$ cat src/rtl/router_sync_n.sv
// ----------------------------------------------------------------------------
// router_sync_n
//
// Steering/synchroniser between the router FSM, the register block and
// NUM_CH output FIFOs. Latches each packet's destination address, steers the
// FSM write strobe to the selected FIFO, returns that FIFO's full flag, and
// drives per-channel valid outputs. Each channel also runs a read-timeout
// counter: a FIFO that holds data nobody drains for TIMEOUT cycles gets a
// one-cycle soft_reset pulse. The pulse repeats every TIMEOUT+1 cycles while
// the FIFO stays undrained.
//
// Parameters:
//   NUM_CH  - number of output channels (2..16)
//   ADDR_W  - width of the address field, 2**ADDR_W >= NUM_CH
//   TIMEOUT - undrained cycles before soft reset (1..1023)
//
// Ports:
//   clock          in   rising-edge clock
//   resetn         in   synchronous, active-low reset
//   detect_add     in   address byte present on data_in
//   data_in        in   destination address field
//   write_enb_reg  in   write current byte to the selected FIFO
//   read_enb       in   per-channel read enable from the destinations
//   empty          in   per-channel FIFO empty
//   full           in   per-channel FIFO full
//   write_enb      out  one-hot FIFO write strobe, bit i = channel i
//   fifo_full      out  full flag of the selected channel
//   vld_out        out  per-channel data valid (~empty)
//   soft_reset     out  per-channel soft reset pulse
//   addr_err       out  latched address is not a valid channel
//
// Optional feature (macro ROUTER_SYNC_TIMEOUT_STS_EN):
//   timeout_clr    in   per-channel clear of the sticky timeout status
//   timeout_sts    out  per-channel sticky status, set by soft_reset
// ----------------------------------------------------------------------------
module router_sync_n #(
    parameter int NUM_CH  = 3,
    parameter int ADDR_W  = 2,
    parameter int TIMEOUT = 31
) (
    input  logic              clock,
    input  logic              resetn,
    input  logic              detect_add,
    input  logic [ADDR_W-1:0] data_in,
    input  logic              write_enb_reg,
    input  logic [NUM_CH-1:0] read_enb,
    input  logic [NUM_CH-1:0] empty,
    input  logic [NUM_CH-1:0] full,
    output logic [NUM_CH-1:0] write_enb,
    output logic              fifo_full,
    output logic [NUM_CH-1:0] vld_out,
    output logic [NUM_CH-1:0] soft_reset,
    output logic              addr_err
`ifdef ROUTER_SYNC_TIMEOUT_STS_EN
    ,
    input  logic [NUM_CH-1:0] timeout_clr,
    output logic [NUM_CH-1:0] timeout_sts
`endif
);

    localparam int CNT_W = $clog2(TIMEOUT + 1);
    localparam logic [CNT_W-1:0]  CNT_MAX   = CNT_W'(TIMEOUT);
    // One extra bit so NUM_CH == 2**ADDR_W still compares correctly.
    localparam logic [ADDR_W:0]   NUM_CH_CMP = (ADDR_W + 1)'(NUM_CH);

    logic [ADDR_W-1:0] add_reg;
    logic [CNT_W-1:0]  cnt [NUM_CH];

    // Handshake: the FSM presents an address with detect_add for one cycle and
    // then streams bytes with write_enb_reg. An address presented while a byte
    // is being written (write_enb_reg=1) is dropped so a packet in flight
    // cannot be re-steered mid-stream.
    always_ff @(posedge clock) begin
        if (!resetn) begin
            add_reg  <= '0;
            addr_err <= 1'b0;
        end else if (detect_add && !write_enb_reg) begin
            add_reg  <= data_in;
            addr_err <= ({1'b0, data_in} >= NUM_CH_CMP);
        end
    end

    // Steering and full-flag return. An invalid address selects nothing, so
    // the FSM sees not-full and its writes are silently discarded.
    always_comb begin
        write_enb = '0;
        fifo_full = 1'b0;
        for (int i = 0; i < NUM_CH; i++) begin
            if (int'(add_reg) == i) begin
                write_enb[i] = write_enb_reg && !addr_err;
                fifo_full    = full[i] && !addr_err;
            end
        end
    end

    assign vld_out = ~empty;

    // Per-channel read timeout. The counter wraps to 0 right after reaching
    // TIMEOUT, which yields a one-cycle pulse and a TIMEOUT+1 repeat period.
    for (genvar g = 0; g < NUM_CH; g++) begin : g_timeout
        always_ff @(posedge clock) begin
            if (!resetn) begin
                cnt[g] <= '0;
            end else if (empty[g] || read_enb[g]) begin
                cnt[g] <= '0;
            end else if (cnt[g] == CNT_MAX) begin
                cnt[g] <= '0;
            end else begin
                cnt[g] <= cnt[g] + 1'b1;
            end
        end
    end

    always_comb begin
        soft_reset = '0;
        for (int i = 0; i < NUM_CH; i++) begin
            soft_reset[i] = (cnt[i] == CNT_MAX);
        end
    end

`ifdef ROUTER_SYNC_TIMEOUT_STS_EN
    // Sticky status: a pulse on the same edge as a clear wins over the clear.
    always_ff @(posedge clock) begin
        if (!resetn) begin
            timeout_sts <= '0;
        end else begin
            timeout_sts <= (timeout_sts & ~timeout_clr) | soft_reset;
        end
    end
`endif

endmodule

$ cat config.mk
export PLATFORM = sky130hd
export DESIGN_NAME = router_sync_n
export DESIGN_NICKNAME = d
export VERILOG_FILES = /design/src/rtl/router_sync_n.sv
export SDC_FILE = /design/constraint.sdc
export NUM_CORES = 1
export LEC_CHECK = 0
export CORE_MARGIN = 2
export CORE_UTILIZATION = 42
export CTS_CLUSTER_SIZE = 40
export DETAILED_ROUTE_END_ITERATION = 10
export GPL_ROUTABILITY_DRIVEN = 0
export MAX_ROUTING_LAYER = met4
export PLACE_DENSITY = 0.78
export SYNTH_ARGS = -nofsm -noshare
export SYNTH_HDL_FRONTEND = slang
export SYNTH_SLANG_ARGS = --single-unit
export TNS_END_PERCENT = 20
$ cat constraint.sdc
create_clock -name clock -period 1.72 [get_ports clock]
set_clock_uncertainty 0.2 [all_clocks]
set_input_delay 0.172 -clock clock [delete_from_list [all_inputs] [get_ports clock]]
set_output_delay 0.172 -clock clock [all_outputs]
set_load 0.03 [all_outputs]
Word level (Yosys, flattened, before mapping)
Memories as Yosys holds them, arrays and structs flattened. Index checks and enable logic that the tools add are counted.

Register bits after elaboration: 3. Bits in writable memories: 15. Bits of input ports: 15. Output and inout port bits: 11. Word-level logic and storage cells: 82. Memories: 1.

Memory list: cnt (depth 3, bits a word 5, rd ports 3, clocked after Yosys merged registers in 0, write ports 3, line 67) `logic [CNT_W-1:0] cnt [NUM_CH];`.

Add/subtract/negate cells: 3. Order comparisons: 1. Equal/unequal tests: 5. Multiplexer cells: 49. Bitwise operators: 10. Reduce and logical (&&, ||, !) cells: 11.

Operators by type and width (count): two-way mux 5 bit (9); two-way mux 1 bit (40); adder 5 x 1 -> 5 bit, second input constant (3); == test 5 bit, second input constant (3); bitwise OR 1 bit (9); logical AND 1 bit (5); == test 2 bit, second input constant (2); logical OR 1 bit (3); inverter 3 bit (1); >= comparator 2 bit, second input constant (1); logical NOT 1 bit (2); logical NOT 2 bit (1).

Longest topological paths before layout
Gate-level depths: netlist (run 1).

Word-level depth: 7. Depth in mapped cells: 6. Mapped depth without buffers: 6.

Worst setup path before layout (run 1)
Ideal clock, no wire load.

Path type: register to output. Start point: register addr_err. End point: output port write_enb[0]. Data arrival time: 1.497 ns. Data required time: 1.348 ns. Setup slack: -0.149 ns. Stages on the path, launching flop included: 2. Buffers on the path: 0. Cell sequence: dfxtp_1 -> nor4b_1.

Cells in the longest elaborated chain, start to end: 3.

Ends and longest elaborated chain: from (decl) (line 53) `output logic addr_err`; from (signal assigned) (line 79) `addr_err <= ({1'b0, data_in} >= NUM_CH_CMP);`; logical NOT 1 bit (line 90) `write_enb[i] = write_enb_reg && !addr_err;`; logical AND 1 bit (line 90); two-way mux 1 bit (line 89) `if (int'(add_reg) == i) begin`; to (decl) (line 49) `output logic [NUM_CH-1:0] write_enb,`.

No other way between the ends.

==> impl_metrics.env, run 1 <==
export IMPL_drt_iter0_drc=4
export IMPL_pwr_share_comb_pct=18.8
export IMPL_syn_to_final_growth_pct=61.9
export IMPL_clkSinkCount=18
export IMPL_drive_gt1_share_pct=33.6
export IMPL_nets=159
export IMPL_hpwl_um=1380
export IMPL_syn_area_sq_um=927
export IMPL_avgSynthCellArea_sq_um=11.7
export IMPL_pwr_share_seq_pct=56.7
export IMPL_min_period_ns=1.78
export IMPL_status="finished with violations"
export IMPL_cts_buffers_inserted=3
export IMPL_dr_pass1_iters=3
export IMPL_ir_drop_v=0.000390
export IMPL_synth_cells=79
export IMPL_die_y_um=51.0
export IMPL_postCtsHoldBufs=0
export IMPL_cpPeakStageDelay_ns=0.41
export IMPL_max_cap_violations=0
export IMPL_critPathKind="reg2out"
export IMPL_p_leak_nw=0.653
export IMPL_cts_root_buf="clkbuf_4"
export IMPL_setup_viol=4
export IMPL_synth_seq_cells=18
export IMPL_clk_latency_ns=0.30
export IMPL_final_max_slew_violation_count=0
export IMPL_p_switching_mw=0.226
export IMPL_largest_reg_flops=15
export IMPL_p_int_mw=0.672
export IMPL_dp_cells=156
export IMPL_start_kind="register"
export IMPL_route_detailed_drc=0
export IMPL_async_reset_ff_share_pct=0
export IMPL_htree_levels=1
export IMPL_ant_nets=0
export IMPL_cp_cell_sequence="ha_2, and3_4, ha_4, buf_6"
export IMPL_grt_max_degree=11
export IMPL_cts_max_path_buffers=2
export IMPL_cts_tree="yes"
export IMPL_antenna_found_initial=0
export IMPL_yosys_cell_types_count=21
export IMPL_core_sq_mm=0.00215
export IMPL_period_share_pct=104
export IMPL_cp_max_fo=2
export IMPL_io_pins=26
export IMPL_path_clk_slew_ns=0.10
export IMPL_r2r_setup_slack_ns=-0.01
export IMPL_vias_per_cell=4.67
export IMPL_finalHoldViolations=0
export IMPL_initial_core_util_pct=43.2
export IMPL_worst_path_buf_inv=1
export IMPL_dominantRegCellSynth="edfxtp_1"
export IMPL_crit_start="cnt[2][1]"
export IMPL_p_per_area_mw_per_mm2=598
export IMPL_grt_remaining_overflow=0
export IMPL_fin_cells=165
export IMPL_grt_pass1_vias=758
export IMPL_netSwitchingFraction_pct=25.2
export IMPL_cp_top_family="flip-flops"
export IMPL_cp_end_kind="primary output"
export IMPL_die_w_um=51.0
export IMPL_antenna_cells=0
export IMPL_grt_first_pass_wirelength_um=3060
export IMPL_grt_usage_pct=16.7
export IMPL_grt_setup_unrepaired="true"
export IMPL_synth_edf_count=15
export IMPL_fin_tns_setup_ns=-0.144
export IMPL_port_buffers=25
export IMPL_hold_path_class="in2reg"
export IMPL_timing_final_ws_setup_ns=-0.0612
export IMPL_vias=771
export IMPL_die_area_sq_mm=0.00260
export IMPL_routed_wl_um=2000
export IMPL_ys_seq_area_share_pct=55.1
export IMPL_arrival_ns=1.41
export IMPL_reg2reg_from="cnt[0][1]"
export IMPL_fmax_mhz=561
export IMPL_min_from="data_in[0]"
export IMPL_yosysWarnings=0
export IMPL_pwr_share_clk_pct=24.5
export IMPL_required_ns=1.35
export IMPL_slowest_stage="edfxtp_1"
export IMPL_row_count=17
export IMPL_violations="negative setup slack"
export IMPL_routedWlPerCell_um=12.1
==> power groups by stage <==
| stage | Sequential (mW) | Combinational (mW) | Clock [mW] |
|---|---|---|---|
| detailed placement | 0.517 | 0.151 | 0 |
| CTS | 0.508 | 0.154 | 0.229 |
| finish | 0.509 | 0.169 | 0.220 |
| global placement | 0.516 | 0.149 | 0 |
| global route | 0.512 | 0.185 | 0.242 |
| floorplan | 0.516 | 0.0720 | 0 |
==> worst min-delay path, stage by stage <==
cell             delay (ns)
clkdlybuf4s50_1        0.42
nand3_1                0.08
a21boi_1               0.06
==> final timing paths <==
path         depth (start not counted)       endpoint
max                                  4  soft_reset[2]
min                                  3       addr_err
max reg2reg                          6      cnt[0][1]
min reg2reg                          2       addr_err
==> layout make-up <==
cell class                      instances  area [sq um]
Clock inverter                          1          3.75
Sequential cell                        18           514
Multi-Input combinational cell         72           554
Fill cell                             171           647
Tap cell                               28          35.0
Inverter                                3          11.3
Clock buffer                            3          22.5
Timing Repair Buffer                   40           360
==> synthesized netlist by cell type (2+ instances only) <==
master    count  area [sq um]
dfxtp_1       3          60.1
nor2b_1       3          18.8
nor2_1       13          48.8
ha_1          6          75.1
nand3_1       7          35.0
edfxtp_1     15           450
xor2_1        3          26.3
inv_1         2          7.51
mux2i_1       3          30.0
and3_1        6          37.5
xnor2_1       3          26.3
and2_1        6          37.5
==> cells in the final DEF, fill, tap and decap left out, types with 2 or more instances in the layout <==
master	instances
and2_1	4
and2_4	2
and3_1	2
and3_4	4
buf_4	19
buf_6	3
clkbuf_4	3
clkdlybuf4s50_1	15
conb_1	15
dfxtp_1	2
dlymetal6s2s_1	2
edfxtp_1	15
ha_2	3
ha_4	3
inv_1	2
mux2i_1	3
nand3_1	6
nor2_1	9
nor2_2	3
nor2b_1	3
xnor2_1	3
xor2_1	3
==> repair_timing <==
action                                  in CTS  in global routing
pin swaps                                    1                  8
endpoints found under the setup margin      14                 21
resized for setup                           25                 19
cloned                                       0                  0
endpoints found under the hold margin        0                  0
buffers inserted                             1                  4
==> per-stage QoR <==
| stage | hold slack, ns | util, % | power [mW] | area [sq um] | setup WS (ns) |
|---|---|---|---|---|---|
| 3_5_place_dp | 0.334 | 63.0 | 0.669 | 1350 | -0.203 |
| 3_3_place_gp | 0.329 | 63.0 | 0.665 | 1350 | -0.189 |
| 4_1_cts | 0.260 | 65.0 | 0.891 | 1400 | -0.0799 |
| 6_report | 0.269 | 69.9 | 0.898 | 1500 | -0.0612 |
| 5_1_grt | 0.302 | 69.9 | 0.938 | 1500 | -0.112 |
| 2_1_floorplan | 0.100 | - | 0.588 | 1000 | -0.142 |
==> logic make-up after synthesis <==
group | count (synthesis) | share of synthesized area (%)
DFF | 18 | 55.1
adders and majority gates | 6 | 8.10
buffers and inverters | 3 | 1.21
and+or+nand+nor | 40 | 24.6
muxes | 3 | 3.24
xor gates and xnor gates | 6 | 5.67
other | 1 | 0.404
AOI/OAI and AO/OA | 2 | 1.75
==> routing by layer <==
metal  GRT usage (%)  share of wire (%)  vias to the layer above
li1                -                  -                      382
met4            8.11                1.9                        0
met2            31.2                 56                       21
met1            16.3                 37                      363
met3            3.22                5.5                        5
met5               -                  0                        -
(Power assumes the default switching activity.)
==> inputs of run 2 (changes only) <==
--- a/config.mk
+++ b/config.mk
@@ -5,6 +5,7 @@
 export SDC_FILE = /design/constraint.sdc
 export NUM_CORES = 1
 export LEC_CHECK = 0
+export CORE_ASPECT_RATIO = 0.8
 export CORE_MARGIN = 2
 export CORE_UTILIZATION = 42
 export CTS_CLUSTER_SIZE = 40
==> run 2 against run 1 <==
Net effect: hold slack gained 0.013 ns; critical path depth unchanged; via count down 3.8%; global-route usage down 0.48 points; first-iteration DRC count rose to 2.8 times the previous value; register-to-register slack improved by 0.02 ns; critical endpoint is now soft_reset[1]; the run still ends with negative setup slack left; sequential cell count stayed put; clock power about the same; worst setup slack better by 0.022 ns; die area about the same; count of clock-buffer cells in the layout is 1 higher; non-clock buffer count unchanged.
==> impl_metrics.env, run 2 (synthesis results as in run 1) <==
export IMPL_status="finished with violations"
export IMPL_violations="negative setup slack"
export IMPL_fmax_mhz=569
export IMPL_vias=742
export IMPL_required_ns=1.35
export IMPL_setup_viol=3
export IMPL_syn_to_final_growth_pct=59.9
export IMPL_drive_gt1_share_pct=32.8
export IMPL_p_per_area_mw_per_mm2=601
export IMPL_antenna_cells=0
export IMPL_max_cap_violations=0
export IMPL_design_area_sq_mm=0.00148
export IMPL_reg2reg_depth=6
export IMPL_route_detailed_drc=0
export IMPL_whs_path_depth=3
export IMPL_finalHoldViolations=0
export IMPL_row_count=15
export IMPL_start_kind="register"
export IMPL_reg2reg_from="cnt[1][1]"
export IMPL_routedWlPerCell_um=11.4
export IMPL_grt_usage_pct=16.2
export IMPL_cts_root_buf="clkbuf_4"
export IMPL_critPathKind="reg2out"
export IMPL_min_from="data_in[0]"
export IMPL_grt_use_met3_pct=5.97
export IMPL_grt_first_pass_wirelength_um=2990
export IMPL_p_total_mw=0.891
export IMPL_largest_reg_flops=15
export IMPL_grt_remaining_overflow=0
export IMPL_cp_max_fo=2
export IMPL_fin_cells=162
export IMPL_arrival_ns=1.39
export IMPL_worstHoldEndpoint="addr_err"
export IMPL_period_share_pct=102
export IMPL_r2r_setup_slack_ns=0.01
export IMPL_placed_area_sq_mm=0.00136
export IMPL_hold_path_class="in2reg"
export IMPL_timing_final_ws_setup_ns=-0.0387
export IMPL_routed_wl_um=1850
export IMPL_regToRegEndpoint="cnt[1][1]"
export IMPL_clkSinkCount=18
export IMPL_ant_nets=0
export IMPL_cpPeakStageDelay_ns=0.41
export IMPL_dr_pass1_iters=4
export IMPL_clk_latency_ns=0.29
export IMPL_grt_busiest_layer="met2"
export IMPL_antenna_found_initial=0
export IMPL_cts_buffers_inserted=3
export IMPL_p_leak_nw=0.639
export IMPL_core_sq_mm=0.00212
export IMPL_final_max_slew_violation_count=0
export IMPL_cts_tree="yes"
export IMPL_cts_max_path_buffers=2
export IMPL_cp_end_kind="primary output"
export IMPL_drt_iter0_drc=11
export IMPL_min_period_ns=1.76
export IMPL_grt_max_degree=11
export IMPL_initial_core_util_pct=43.7
export IMPL_final_cell_mix="buf_4 (20), edfxtp_1 (15), conb_1 (15), clkdlybuf4s50_1 (15), nor2_1 (9)"
export IMPL_die_area_sq_mm=0.00260
export IMPL_use_met1_pct=16.5
export IMPL_htree_levels=1
export IMPL_die_y_um=46.0
export IMPL_port_buffers=25
export IMPL_place_ws_ns=-0.212
export IMPL_dp_cells=155
export IMPL_nets=159
export IMPL_final_common_cell="buf_4"
export IMPL_met2_usage_pct=30.0
export IMPL_io_pins=26
export IMPL_ir_drop_v=0.000558
export IMPL_vias_per_cell=4.58
export IMPL_grt_pass1_vias=715
export IMPL_slowest_stage="edfxtp_1"
export IMPL_die_w_um=56.5
export IMPL_grt_setup_unrepaired="true"
export IMPL_cp_cell_sequence="ha_2, and3_4, ha_4, buf_6"
export IMPL_hpwl_um=1430
export IMPL_path_clk_slew_ns=0.10
## run 2: cell count changes in the layout (fill, tap and decap cells not counted), sizes merged
cell	before	now
clkinv	1	0
buf	22	23
dlymetal6s2s	2	1
clkbuf	3	4
## run 2: through the flow
| step | hold slack (ns) | utilization [%] | TNS, ns |
|---|---|---|---|
| 6_report | 0.282 | 69.9 | -0.0738 |
| 5_1_grt | 0.306 | 69.9 | -0.548 |
| 4_1_cts | 0.270 | 68.4 | -0.0842 |
| 3_5_place_dp | 0.341 | 64.2 | -0.624 |
| 3_3_place_gp | 0.326 | 64.2 | -0.497 |
| 2_1_floorplan | 0.100 | - | -0.813 |
## run 2: power by group
part	switching [mW]	internal, mW
Sequential	0.0155	0.493
Combinational	0.0731	0.0923
Clock	0.127	0.0903
Total	0.216	0.675
## run 2: worst max path at each step
stage                         start             to  slack (ns)  cells after the start
after detailed placement  cnt[2][0]  soft_reset[2]       -0.21                      4
after global placement    cnt[2][0]  soft_reset[2]       -0.18                      4
after floorplan           cnt[2][0]      cnt[2][1]       -0.14                      6
final                     cnt[1][1]  soft_reset[1]       -0.04                      4
after CTS                 cnt[1][1]  soft_reset[1]       -0.05                      4
after global routing      cnt[1][1]  soft_reset[1]       -0.10                      4
## run 2: layout make-up
class / instances / area (sq um)
Fill cell: 159 / 638
Sequential cell: 18 / 514
Inverter: 3 / 11.3
Timing Repair Buffer: 40 / 355
Multi-Input combinational cell: 72 / 544
Tap cell: 25 / 31.3
Clock buffer: 4 / 26.3
## run 2: timing repair
action / 4_1_cts / 5_1_grt
pin swaps: 3 / 3
hold buffers: 0 / 0
setup endpoints to repair: 17 / 20
buffers inserted: 2 / 1
gates resized for setup: 32 / 8
## run 2: layer usage
layer / share of wire (%) / wire length (um)
met5: 0 / 0
met4: 1.4 / 26
met3: 6.1 / 113
met2: 51 / 933
met1: 42 / 773
## run 2: worst max-delay path: cells and delay by family, from the launching register on
family,cells,cell delay [ns]
fa+ha+maj,2,0.37
buf+inv,1,0.13
simple gates,1,0.18
flops,1,0.41
==> inputs of run 3 (changes only) <==
--- a/config.mk
+++ b/config.mk
@@ -13,6 +13,7 @@
 export GPL_ROUTABILITY_DRIVEN = 0
 export MAX_ROUTING_LAYER = met4
 export PLACE_DENSITY = 0.78
+export SKIP_LAST_GASP = 1
 export SYNTH_ARGS = -nofsm -noshare
 export SYNTH_HDL_FRONTEND = slang
 export SYNTH_SLANG_ARGS = --single-unit
==> constraint.sdc (replaced) <==
create_clock -name clock -period 1.6 [get_ports clock]
set_clock_uncertainty 0.2 [all_clocks]
set_input_delay 0.16 -clock clock [delete_from_list [all_inputs] [get_ports clock]]
set_output_delay 0.16 -clock clock [all_outputs]
set_load 0.03 [all_outputs]
==> run 3 against run 2 <==
Net effect: the run still ends with negative setup slack left; sequential share of layout area decreased by 0.41 points; critical path depth rose by 1; hold slack worse by 0.012 ns; non-clock buffer count rose by 2; worst setup slack worse by 0.22 ns; routed wire length up 3.2%; register-to-register slack worse by 0.14 ns; sequential cell count is the same; via count up 4.3%; critical path type unchanged; critical endpoint is now soft_reset[2]; highest routed layer unchanged.
==> impl_metrics.env, run 3 (synthesis results as in run 1) <==
export IMPL_status="finished with violations"
export IMPL_violations="negative setup slack"
export IMPL_grt_max_degree=11
export IMPL_grt_remaining_overflow=0
export IMPL_pwr_share_seq_pct=54.6
export IMPL_grt_setup_unrepaired="true"
export IMPL_route_detailed_drc=0
export IMPL_timing_final_ws_setup_ns=-0.255
export IMPL_period_share_pct=116
export IMPL_ant_nets=0
export IMPL_finalHoldViolations=0
export IMPL_syn_to_final_growth_pct=62.2
export IMPL_routedWlPerCell_um=11.6
export IMPL_cts_tree="yes"
export IMPL_grt_pass1_vias=742
export IMPL_vias=774
export IMPL_final_common_cell="buf_4"
export IMPL_p_per_area_mw_per_mm2=666
export IMPL_final_cell_mix="buf_4 (23), edfxtp_1 (15), conb_1 (15), clkdlybuf4s50_1 (15), nor2_1 (11)"
export IMPL_setup_viol=20
export IMPL_cts_root_buf="clkbuf_4"
export IMPL_dr_pass1_iters=4
export IMPL_initial_core_util_pct=43.7
export IMPL_nets=161
export IMPL_path_clk_slew_ns=0.10
export IMPL_max_cap_violations=0
export IMPL_vias_per_cell=4.72
export IMPL_io_pins=26
export IMPL_netSwitchingFraction_pct=23.3
export IMPL_pwr_share_clk_pct=27.6
export IMPL_final_max_slew_violation_count=0
export IMPL_p_total_mw=1.00
export IMPL_drive_gt1_share_pct=35.3
export IMPL_p_int_mw=0.768
export IMPL_clkSinkCount=18
export IMPL_ir_drop_v=0.000674
export IMPL_fmax_mhz=539
export IMPL_nFillCells=163
export IMPL_fin_util_pct=70.9
export IMPL_grt_first_pass_wirelength_um=3060
export IMPL_antenna_cells=0
export IMPL_port_buffers=25
export IMPL_pwr_share_comb_pct=17.8
export IMPL_drt_iter0_drc=9
export IMPL_largest_reg_flops=15
export IMPL_arrival_ns=1.50
export IMPL_routed_wl_um=1910
export IMPL_grt_usage_pct=16.8
export IMPL_row_count=15
export IMPL_hold_path_class="in2reg"
export IMPL_p_switching_mw=0.234
export IMPL_required_ns=1.24
export IMPL_die_y_um=46.0
export IMPL_clk_latency_ns=0.29
export IMPL_worst_hold_slack_ns=0.270
export IMPL_cts_max_path_buffers=2
export IMPL_cp_end_kind="primary output"
export IMPL_postCtsHoldBufs=0
export IMPL_p_leak_nw=0.649
export IMPL_die_w_um=56.5
export IMPL_start_kind="register"
export IMPL_hpwl_um=1420
export IMPL_critPathKind="reg2out"
export IMPL_core_sq_mm=0.00212
export IMPL_min_period_ns=1.86
export IMPL_cp_max_fo=2
export IMPL_die_area_sq_mm=0.00260
export IMPL_htree_levels=1
export IMPL_cts_buffers_inserted=3
export IMPL_antenna_found_initial=0
-- run 3: cell types whose count changed in the layout (fill, tap and decap cells not counted), sizes merged --
cell	change
dlygate4sd2	-1
dlymetal6s2s	-1
buf	+4
-- run 3: timing repair --
action                     4_1_cts  5_1_grt
pin swaps                        6        3
buffers inserted                 3        4
setup endpoints to repair       20       21
gates resized for setup         11       10
-- run 3: worst max-delay path: stages, from the launching register on --
cell and delay [ns]:
edfxtp_1 0.43, ha_2 0.20, and3_4 0.18, ha_4 0.16
buf_6 0.11, buf_6 0.12
-- run 3: path summary, 6_finish.rpt --
kind	slack, ns	cells after the start	to	startpoint
setup / recovery	-0.26	5	soft_reset[2]	cnt[2][0]
setup reg to reg	-0.13	6	cnt[2][4]	cnt[2][0]
hold / removal	0.27	3	addr_err	data_in[1]
hold reg to reg	0.36	2	add_reg[1]	add_reg[1]
-- run 3: routing by layer --
layer,vias up,global-route usage (%),routed length (um)
met5,-,-,0
met4,0,8.57,34
met3,4,4.26,111
met2,24,28.8,933
met1,360,18.4,828
li1,386,-,-
-- run 3: area by class of cell --
class | count | area [sq um] | share of cell area, %
Clock buffer | 4 | 36.3 | 2.41
Multi-Input combinational cell | 72 | 542 | 36.0
Timing Repair Buffer | 42 | 368 | 24.5
Sequential cell | 18 | 515 | 34.3
Inverter | 3 | 11.3 | 0.749
Tap cell | 25 | 31.3 | 2.08
-- run 3: power groups by stage --
stage               registers (mW)  logic, mW  clock network [mW]
finish                       0.547      0.178               0.277
global route                 0.550      0.195               0.302
CTS                          0.547      0.170               0.286
detailed placement           0.558      0.161                   0
global placement             0.556      0.157                   0
floorplan                    0.556     0.0786                   0
-- run 3: per-stage QoR --
| step | setup WS [ns] | instance area, sq um | TNS, ns | cells |
|---|---|---|---|---|
| detailed placement | -0.271 | 1370 | -1.26 | 153 |
| global placement | -0.252 | 1370 | -0.791 | 153 |
| CTS | -0.262 | 1440 | -1.96 | 160 |
| finish | -0.255 | 1500 | -1.50 | 164 |
| global route | -0.307 | 1500 | -3.16 | 164 |
| floorplan | -0.251 | 1030 | -1.36 | 93 |
